## src/rtl/matrix_key_scan_pkg.sv

```systemverilog
// Shared constants and helpers for the 4x4 matrix key scanner.
//   NUM_ROWS / NUM_COLS : matrix geometry
//   KEY_CODE_W          : width of a key code, {row[1:0], col[1:0]}
//   ROW_IDLE_N          : row strobe pattern with no row driven
//   is_single_key()     : true when a key map holds exactly one pressed key
//   key_index()         : position of the set bit in a single-key map
package matrix_key_scan_pkg;

  localparam int NUM_ROWS   = 4;
  localparam int NUM_COLS   = 4;
  localparam int NUM_KEYS   = NUM_ROWS * NUM_COLS;
  localparam int KEY_CODE_W = 4;
  localparam int ROW_W      = 2;
  localparam logic [NUM_ROWS-1:0] ROW_IDLE_N = 4'b1111;

  typedef logic [NUM_KEYS-1:0] key_map_t;

  // Clearing the lowest set bit leaves zero only for a power of two.
  function automatic logic is_single_key(key_map_t m);
    logic single;
    single = (m != '0) && ((m & (m - key_map_t'(1))) == '0);
    return single;
  endfunction

  function automatic logic [KEY_CODE_W-1:0] key_index(key_map_t m);
    logic [KEY_CODE_W-1:0] idx;
    idx = '0;
    for (int i = 0; i < NUM_KEYS; i++) begin
      if (m[i]) idx = KEY_CODE_W'(i);
    end
    return idx;
  endfunction

endpackage

```

## src/rtl/matrix_key_scan_if.sv

```systemverilog
// Key event interface between the scanner and the consuming user logic.
//   key_code  : code of the reported key, stable while key_valid is high
//   key_valid : an unconsumed press event is held
//   key_ack   : consumer takes the event (only meaningful while key_valid)
//   key_down  : debounced map holds exactly one key
//   overrun   : sticky, an event was dropped while one was still pending
interface matrix_key_scan_if;
  import matrix_key_scan_pkg::*;

  logic [KEY_CODE_W-1:0] key_code;
  logic                  key_valid;
  logic                  key_ack;
  logic                  key_down;
  logic                  overrun;

  modport master (
    output key_code, key_valid, key_down, overrun,
    input  key_ack
  );

  modport slave (
    input  key_code, key_valid, key_down, overrun,
    output key_ack
  );

endinterface

```

## src/rtl/matrix_key_scan_timer.sv

```systemverilog
// mkscan_timer: row strobe timing for the key scanner.
//   clk, rst      : system clock, synchronous active-high reset
//   row_n         : one-cold row strobes (registered)
//   row           : index of the row currently driven
//   sample_stb    : last divider count of a row, columns have settled
//   frame_end_stb : sample_stb on the last row, snapshot is complete
module mkscan_timer
  import matrix_key_scan_pkg::*;
#(
  parameter int SCAN_DIV = 50000
) (
  input  logic                clk,
  input  logic                rst,
  output logic [NUM_ROWS-1:0] row_n,
  output logic [ROW_W-1:0]    row,
  output logic                sample_stb,
  output logic                frame_end_stb
);

  localparam int DIV_W = $clog2(SCAN_DIV);

  logic [DIV_W-1:0]    div_q, div_d;
  logic [ROW_W-1:0]    row_q, row_d;
  logic [NUM_ROWS-1:0] row_n_q, row_n_d;

  // Divider wraps at SCAN_DIV-1 and moves the strobe to the next row.
  // row_n is decoded from the next row index so it leaves a flop glitch-free.
  always_comb begin
    sample_stb    = (div_q == DIV_W'(SCAN_DIV - 1));
    frame_end_stb = sample_stb && (row_q == ROW_W'(NUM_ROWS - 1));
    div_d         = div_q + DIV_W'(1);
    row_d         = row_q;
    if (sample_stb) begin
      div_d = '0;
      row_d = row_q + ROW_W'(1);
    end
    row_n_d = ROW_IDLE_N ^ (NUM_ROWS'(1) << row_d);
  end

  always_ff @(posedge clk) begin
    if (rst) begin
      div_q   <= '0;
      row_q   <= '0;
      row_n_q <= ROW_IDLE_N ^ NUM_ROWS'(1);
    end else begin
      div_q   <= div_d;
      row_q   <= row_d;
      row_n_q <= row_n_d;
    end
  end

  assign row_n = row_n_q;
  assign row   = row_q;

endmodule

```

## src/rtl/matrix_key_scan.sv

```systemverilog
// matrix_key_scan: active-scan driver and decoder for a 4x4 key matrix.
// Rows are strobed low one at a time, the active-low columns are synchronized
// and assembled into a whole-matrix snapshot, the snapshot is debounced over
// several identical frames, and a clean single-key press becomes one key code
// offered under a valid/ack handshake.
//   clk, rst : system clock, synchronous active-high reset
//   col_n    : asynchronous column inputs, low = key closed on the driven row
//   row_n    : one-cold row strobes
//   key_if   : key event interface (master side)
module matrix_key_scan
  import matrix_key_scan_pkg::*;
#(
  parameter int SCAN_DIV     = 50000,
  parameter int STABLE_SCANS = 5
) (
  input  logic                clk,
  input  logic                rst,
  input  logic [NUM_COLS-1:0] col_n,
  output logic [NUM_ROWS-1:0] row_n,
  matrix_key_scan_if.master   key_if
);

  localparam int CNT_W = $clog2(STABLE_SCANS + 1);

  logic [ROW_W-1:0]      row;
  logic                  sample_stb;
  logic                  frame_end_stb;

  logic [NUM_COLS-1:0]   col_meta_q, col_sync_q;
  key_map_t              snap_q, snap_d;
  key_map_t              prev_snap_q, prev_snap_d;
  key_map_t              deb_map_q, deb_map_d;
  logic [CNT_W-1:0]      stable_cnt_q, stable_cnt_d;
  logic                  evt_q, evt_d;
  logic [KEY_CODE_W-1:0] evt_code_q, evt_code_d;
  logic [KEY_CODE_W-1:0] key_code_q, key_code_d;
  logic                  key_valid_q, key_valid_d;
  logic                  key_down_q, key_down_d;
  logic                  overrun_q, overrun_d;

  mkscan_timer #(.SCAN_DIV(SCAN_DIV)) u_timer (
    .clk           (clk),
    .rst           (rst),
    .row_n         (row_n),
    .row           (row),
    .sample_stb    (sample_stb),
    .frame_end_stb (frame_end_stb)
  );

  // snap_d already contains the row 3 sample at frame end, so the frame
  // compare sees the complete snapshot in the same cycle it is captured.
  // The event is registered first and presented on the following clock.
  always_comb begin
    snap_d       = snap_q;
    prev_snap_d  = prev_snap_q;
    stable_cnt_d = stable_cnt_q;
    deb_map_d    = deb_map_q;
    evt_d        = 1'b0;
    evt_code_d   = evt_code_q;

    for (int r = 0; r < NUM_ROWS; r++) begin
      if (sample_stb && (row == ROW_W'(r))) begin
        snap_d[r*NUM_COLS +: NUM_COLS] = ~col_sync_q;
      end
    end

    if (frame_end_stb) begin
      prev_snap_d = snap_d;
      if (snap_d == prev_snap_q) begin
        if (stable_cnt_q != CNT_W'(STABLE_SCANS)) begin
          stable_cnt_d = stable_cnt_q + CNT_W'(1);
        end
      end else begin
        stable_cnt_d = '0;
      end
      if (stable_cnt_d == CNT_W'(STABLE_SCANS)) begin
        deb_map_d = snap_d;
        if ((deb_map_q == '0) && is_single_key(snap_d)) begin
          evt_d      = 1'b1;
          evt_code_d = key_index(snap_d);
        end
      end
    end

    key_down_d = is_single_key(deb_map_d);
  end

  // A new event wins over an ack in the same cycle; an event arriving while
  // the previous one is still unacknowledged is dropped and flagged.
  always_comb begin
    key_code_d  = key_code_q;
    key_valid_d = key_valid_q;
    overrun_d   = overrun_q;
    if (evt_q) begin
      if (!key_valid_q || key_if.key_ack) begin
        key_code_d  = evt_code_q;
        key_valid_d = 1'b1;
      end else begin
        overrun_d = 1'b1;
      end
    end else if (key_valid_q && key_if.key_ack) begin
      key_valid_d = 1'b0;
    end
  end

  always_ff @(posedge clk) begin
    if (rst) begin
      col_meta_q   <= '1;
      col_sync_q   <= '1;
      snap_q       <= '0;
      prev_snap_q  <= '0;
      stable_cnt_q <= '0;
      deb_map_q    <= '0;
      evt_q        <= 1'b0;
      evt_code_q   <= '0;
      key_code_q   <= '0;
      key_valid_q  <= 1'b0;
      key_down_q   <= 1'b0;
      overrun_q    <= 1'b0;
    end else begin
      col_meta_q   <= col_n;
      col_sync_q   <= col_meta_q;
      snap_q       <= snap_d;
      prev_snap_q  <= prev_snap_d;
      stable_cnt_q <= stable_cnt_d;
      deb_map_q    <= deb_map_d;
      evt_q        <= evt_d;
      evt_code_q   <= evt_code_d;
      key_code_q   <= key_code_d;
      key_valid_q  <= key_valid_d;
      key_down_q   <= key_down_d;
      overrun_q    <= overrun_d;
    end
  end

  assign key_if.key_code  = key_code_q;
  assign key_if.key_valid = key_valid_q;
  assign key_if.key_down  = key_down_q;
  assign key_if.overrun   = overrun_q;

endmodule

```

## src/flat_wrapper.sv

```systemverilog
// flat-port wrapper written by rule: the top's interface ports become plain ports
module matrix_key_scan_flat import matrix_key_scan_pkg::*;
#(
  parameter int SCAN_DIV     = 50000,
  parameter int STABLE_SCANS = 5
)
  (clk, rst, col_n, row_n, key_if_key_code, key_if_key_valid, key_if_key_down, key_if_overrun, key_if_key_ack);
  matrix_key_scan_if key_if_i ();
  input  logic clk;
  input  logic rst;
  input  logic [NUM_COLS-1:0] col_n;
  output logic [NUM_ROWS-1:0] row_n;
  output wire logic [$bits(key_if_i.key_code)-1:0] key_if_key_code;
  output wire logic [$bits(key_if_i.key_valid)-1:0] key_if_key_valid;
  output wire logic [$bits(key_if_i.key_down)-1:0] key_if_key_down;
  output wire logic [$bits(key_if_i.overrun)-1:0] key_if_overrun;
  input wire logic [$bits(key_if_i.key_ack)-1:0] key_if_key_ack;
  assign key_if_key_code = key_if_i.key_code;
  assign key_if_key_valid = key_if_i.key_valid;
  assign key_if_key_down = key_if_i.key_down;
  assign key_if_overrun = key_if_i.overrun;
  assign key_if_i.key_ack = key_if_key_ack;
  matrix_key_scan #(.SCAN_DIV(SCAN_DIV), .STABLE_SCANS(STABLE_SCANS)) u_core (.clk(clk), .rst(rst), .col_n(col_n), .row_n(row_n), .key_if(key_if_i));
endmodule
```

## config.mk

```make
export PLATFORM = sky130hd
export DESIGN_NAME = matrix_key_scan_flat
export DESIGN_NICKNAME = d
export VERILOG_FILES = /design/src/rtl/matrix_key_scan_pkg.sv /design/src/rtl/matrix_key_scan_if.sv /design/src/rtl/matrix_key_scan_timer.sv /design/src/rtl/matrix_key_scan.sv /design/src/flat_wrapper.sv
export SDC_FILE = /design/constraint.sdc
export NUM_CORES = 1
export LEC_CHECK = 0
export ABC_AREA = 1
export BUFFER_PORTS_ARGS = -buffer_cell sky130_fd_sc_hd__buf_4
export CAP_MARGIN = 20
export CORE_ASPECT_RATIO = 1.5
export CORE_MARGIN = 10
export CORE_UTILIZATION = 45
export CTS_BUF_LIST = sky130_fd_sc_hd__clkbuf_16
export CTS_CLUSTER_DIAMETER = 60
export DETAILED_ROUTE_END_ITERATION = 10
export GPL_TIMING_DRIVEN = 0
export MAX_ROUTING_LAYER = met4
export PLACE_DENSITY = 0.66
export SLEW_MARGIN = 15
export SYNTH_ARGS = -nofsm -noshare
export SYNTH_HDL_FRONTEND = slang
export SYNTH_HIERARCHICAL = 1
export SYNTH_SLANG_ARGS = --single-unit
```

## constraint.sdc

```tcl
create_clock -name clk -period 3.02 [get_ports clk]
set_input_delay 0.604 -clock clk [delete_from_list [all_inputs] [get_ports clk]]
set_output_delay 0.604 -clock clk [all_outputs]
set_load 0.03 [all_outputs]
```

==> results.sh <==
export IMPL_outcome="finished, violations left"
export IMPL_violations="negative setup slack"
export IMPL_path_delay_family="simple AND/OR/NAND/NOR gates"
export IMPL_start_util_pct=45.9
export IMPL_hold_class="flip-flop to flip-flop"
export IMPL_fin_worst_skew_ns=0.0129
export IMPL_grt_ovfl_total=0
export IMPL_fin_tns_setup_ns=-2.25
export IMPL_rr_startpoint="u_core/u_timer/div_q[14]"
export IMPL_num_io_pins=18
export IMPL_r2r_slack_ns=-0.47
export IMPL_setup_viol=10
export IMPL_cts_path_max_buffers=2
export IMPL_grt_max_degree=15
export IMPL_synth_area_leader_cell="dfxtp_1"
export IMPL_critPathSlowestCell="dfxtp_1"
export IMPL_worstSetupPathType="flip-flop to flip-flop"
export IMPL_drive_above_1_share_pct=23.3
export IMPL_fin_crit_sh_pct=116
export IMPL_cts_tree="built"
export IMPL_endpoint="u_core/key_if.key_down"
export IMPL_critPathBufInv=5
export IMPL_final_nets=918
export IMPL_whs_path_depth=1
export IMPL_hold_path_startpoint="u_core/col_meta_q[2]"
export IMPL_cp_required_ns=3.30
export IMPL_antenna_found_initial=0
export IMPL_maxSlewViolCount=0
export IMPL_clk_pin_slew_ns=0.07
export IMPL_layout_min_cycle_time_ns=3.49
export IMPL_die_w_um=109
export IMPL_path_depth=27
export IMPL_drv_cap=0
export IMPL_stdcell_count=1061
export IMPL_power_leakage_nw=3.24
export IMPL_synth_area_top_cells="dfxtp_1, nand2_1, inv_1, nor2_1, nand3_1"
export IMPL_coreArea_mm2=0.0115
export IMPL_ys_ff_latch=93
export IMPL_cts_sinks=93
export IMPL_gp_congestion=0.963
export IMPL_power_density_mw_per_mm2=351
export IMPL_end_kind="flip-flop"
export IMPL_drc=0
export IMPL_post_place_cells=1006
export IMPL_htree_levels=3
export IMPL_synth_cell_types=39
export IMPL_cp_common_cell="nor2_1"
export IMPL_vias=5443
export IMPL_grt_pass1_wl_um=23800
export IMPL_worst_path_max_fanout=7
export IMPL_yosys_warnings=6
export IMPL_holdWs_ns=0.410
export IMPL_worstReg2RegEnd="u_core/key_if.key_down"
export IMPL_detail_route_antenna_nets=0
export IMPL_fmaxAchievable_ghz=0.286
export IMPL_cts_made_buffers=9
export IMPL_preCtsSetupSlack_ns=-0.719
export IMPL_drt_initial_drc_count=319
export IMPL_synth_top_cell_area_share_pct=35.2
export IMPL_fin_total_pwr_w=0.00233
export IMPL_reg2reg_depth=27
export IMPL_tightest_slew_ns=0.656
export IMPL_rsz0062_at_grt="yes"
export IMPL_clkLatencyLatePin_ns=0.35
export IMPL_netlist_instances=839
export IMPL_nFillCells=1159
export IMPL_hpwl_um=11100
export IMPL_wl_per_cell_um=14.5
export IMPL_syn_to_final_growth_pct=25.7
export IMPL_cp_slowest_stage_delay_ns=0.35
export IMPL_cp_startpoint="u_core/u_timer/div_q[14]"
export IMPL_groute_usage_overall_pct=18.4
export IMPL_synth_area_mm2=0.00529
export IMPL_totalWireLength_um=15400
export IMPL_yosysSeqAreaShare_pct=35.2
export IMPL_port_buffers=17
export IMPL_slew_headroom_pct=56.3
export IMPL_syn_nets=850
export IMPL_hold_violations=0
export IMPL_ir_drop_v=0.000286
export IMPL_drt_pass1_iter_count=5
export IMPL_synth_avg_cell_area_um2=6.31
export IMPL_die_area_mm2=0.0166
export IMPL_setup_ws_ns=-0.472
export IMPL_row_count=48
export IMPL_cts_root_buffer_cell="clkbuf_16"
export IMPL_avgViaCountPerCell=5.13
export IMPL_die_h_um=153
export IMPL_diodes=0
export IMPL_worstPathArrival_ns=3.78
export IMPL_cp_start_kind="flip-flop"
export IMPL_grt_pass1_vias=4956
export IMPL_ctsHoldBuffers=0
==> cells by family (layout without fill, tap and decap cells) <==
kind of cell	after synthesis	in the layout	synth area share, %
simple gates	507	507	43.0
fa+ha+maj	4	4	0.945
compound gates	96	96	9.79
xor+xnor	2	2	0.331
flops	93	93	35.2
buf+inv	137	209	10.8
==> layout make-up <==
| type | count | area, um^2 | share of cell area [%] |
|---|---|---|---|
| well taps | 150 | 188 | 2.82 |
| inverters | 118 | 447 | 6.71 |
| flip-flops and latches | 93 | 1870 | 28.0 |
| repair buffers | 57 | 482 | 7.24 |
| plain buffers | 19 | 138 | 2.07 |
| clock inverters | 6 | 33.8 | 0.508 |
| multi-input cells | 609 | 3280 | 49.2 |
| clock buffers | 9 | 225 | 3.38 |
==> routing by layer <==
| layer | vias up | GRT usage, % | part of all wire (%) |
|---|---|---|---|
| met3 | 57 | 3.03 | 3.9 |
| met2 | 158 | 31.1 | 50 |
| li1 | 2777 | - | - |
| met4 | 0 | 10.5 | 5.2 |
| met1 | 2451 | 19.7 | 41 |
| met5 | - | - | 0 |
==> cells in the mapped netlist <==
master     count
nand3_1       71
o2111ai_1      1
ha_1           4
nand2_1      249
nand4_2        1
a21oi_1       37
xor2_1         1
nor2_4         4
clkinv_1       2
nand4_4        1
or2_2          8
nand3b_4       1
nor2_2        14
o31ai_1        1
dfxtp_1       93
nand2_2       10
o21ai_0       37
a31oi_1        1
nor2_1       111
nor3_1         6
o21ai_1       10
nand3_2        3
nand2_4        2
nor3b_1        1
nor4_1         3
nand3b_1       2
nand4_1       15
inv_1        112
buf_6          6
clkbuf_1      12
buf_8          1
nor3_4         1
or2_0          3
a21oi_2        5
nand3_4        1
inv_2          4
xnor2_1        1
o21ai_2        1
a211oi_1       3
==> flip-flops by register name, summed over array words and instances (netlist names) <==
name / flops
u_core/u_timer/div_q: 16
u_core/evt_q: 1
u_core/key_if.overrun: 1
u_core/key_if.key_valid: 1
u_core/u_timer/row: 2
u_core/snap_q: 16
u_core/deb_map_q: 16
u_core/evt_code_q: 4
u_core/col_sync_q: 4
u_core/col_meta_q: 4
u_core/prev_snap_q: 16
u_core/key_if.key_down: 1
u_core/key_if.key_code: 4
u_core/stable_cnt_q: 3
u_core/u_timer/row_n: 4
==> how the worst min path moves through the flow <==
stage	to	slack (ns)
floorplan	u_core/col_sync_q[0]	0.39
global placement	u_core/col_sync_q[2]	0.39
detailed placement	u_core/col_sync_q[2]	0.40
CTS	u_core/col_sync_q[2]	0.41
global route	u_core/col_sync_q[2]	0.41
finish	u_core/col_sync_q[2]	0.41
==> stage by stage <==
step                      cell area, um^2  utilization [%]
after floorplan                      5370                -
after global placement               5690             49.3
after detailed placement             5690             49.3
after CTS                            6170             53.5
after global routing                 6660             57.7
final                                6660             57.7
==> report_power, final <==
part | total (W) | leakage [nW] | internal, W | switching (W)
clock | 0.00103 | 0.135 | 0.000546 | 0.000486
sequential | 0.00124 | 0.753 | 0.00123 | 0.00000784
combinational | 0.0000585 | 2.35 | 0.0000215 | 0.0000369
==> what timing repair did <==
item	in CTS	in global routing
gates cloned	1	3
setup buffers	14	22
pin swaps	11	42
resized for setup	33	66
setup endpoints to repair	22	22
==> cell usage in the layout, fill, tap and decap left out, drive strengths merged <==
master,n
clkinv,6
or2,11
xnor2,1
o2111ai,1
nand2,261
a211oi,3
buf,62
a31oi,1
nor2,129
nand3,75
nand3b,3
a21oi,42
ha,4
dfxtp,93
nor3b,1
nor3,7
xor2,1
o21ai,48
o31ai,1
nand4,17
inv,118
clkbuf,23
nor4,3
Note: power is estimated with default switching activity, not from simulation.
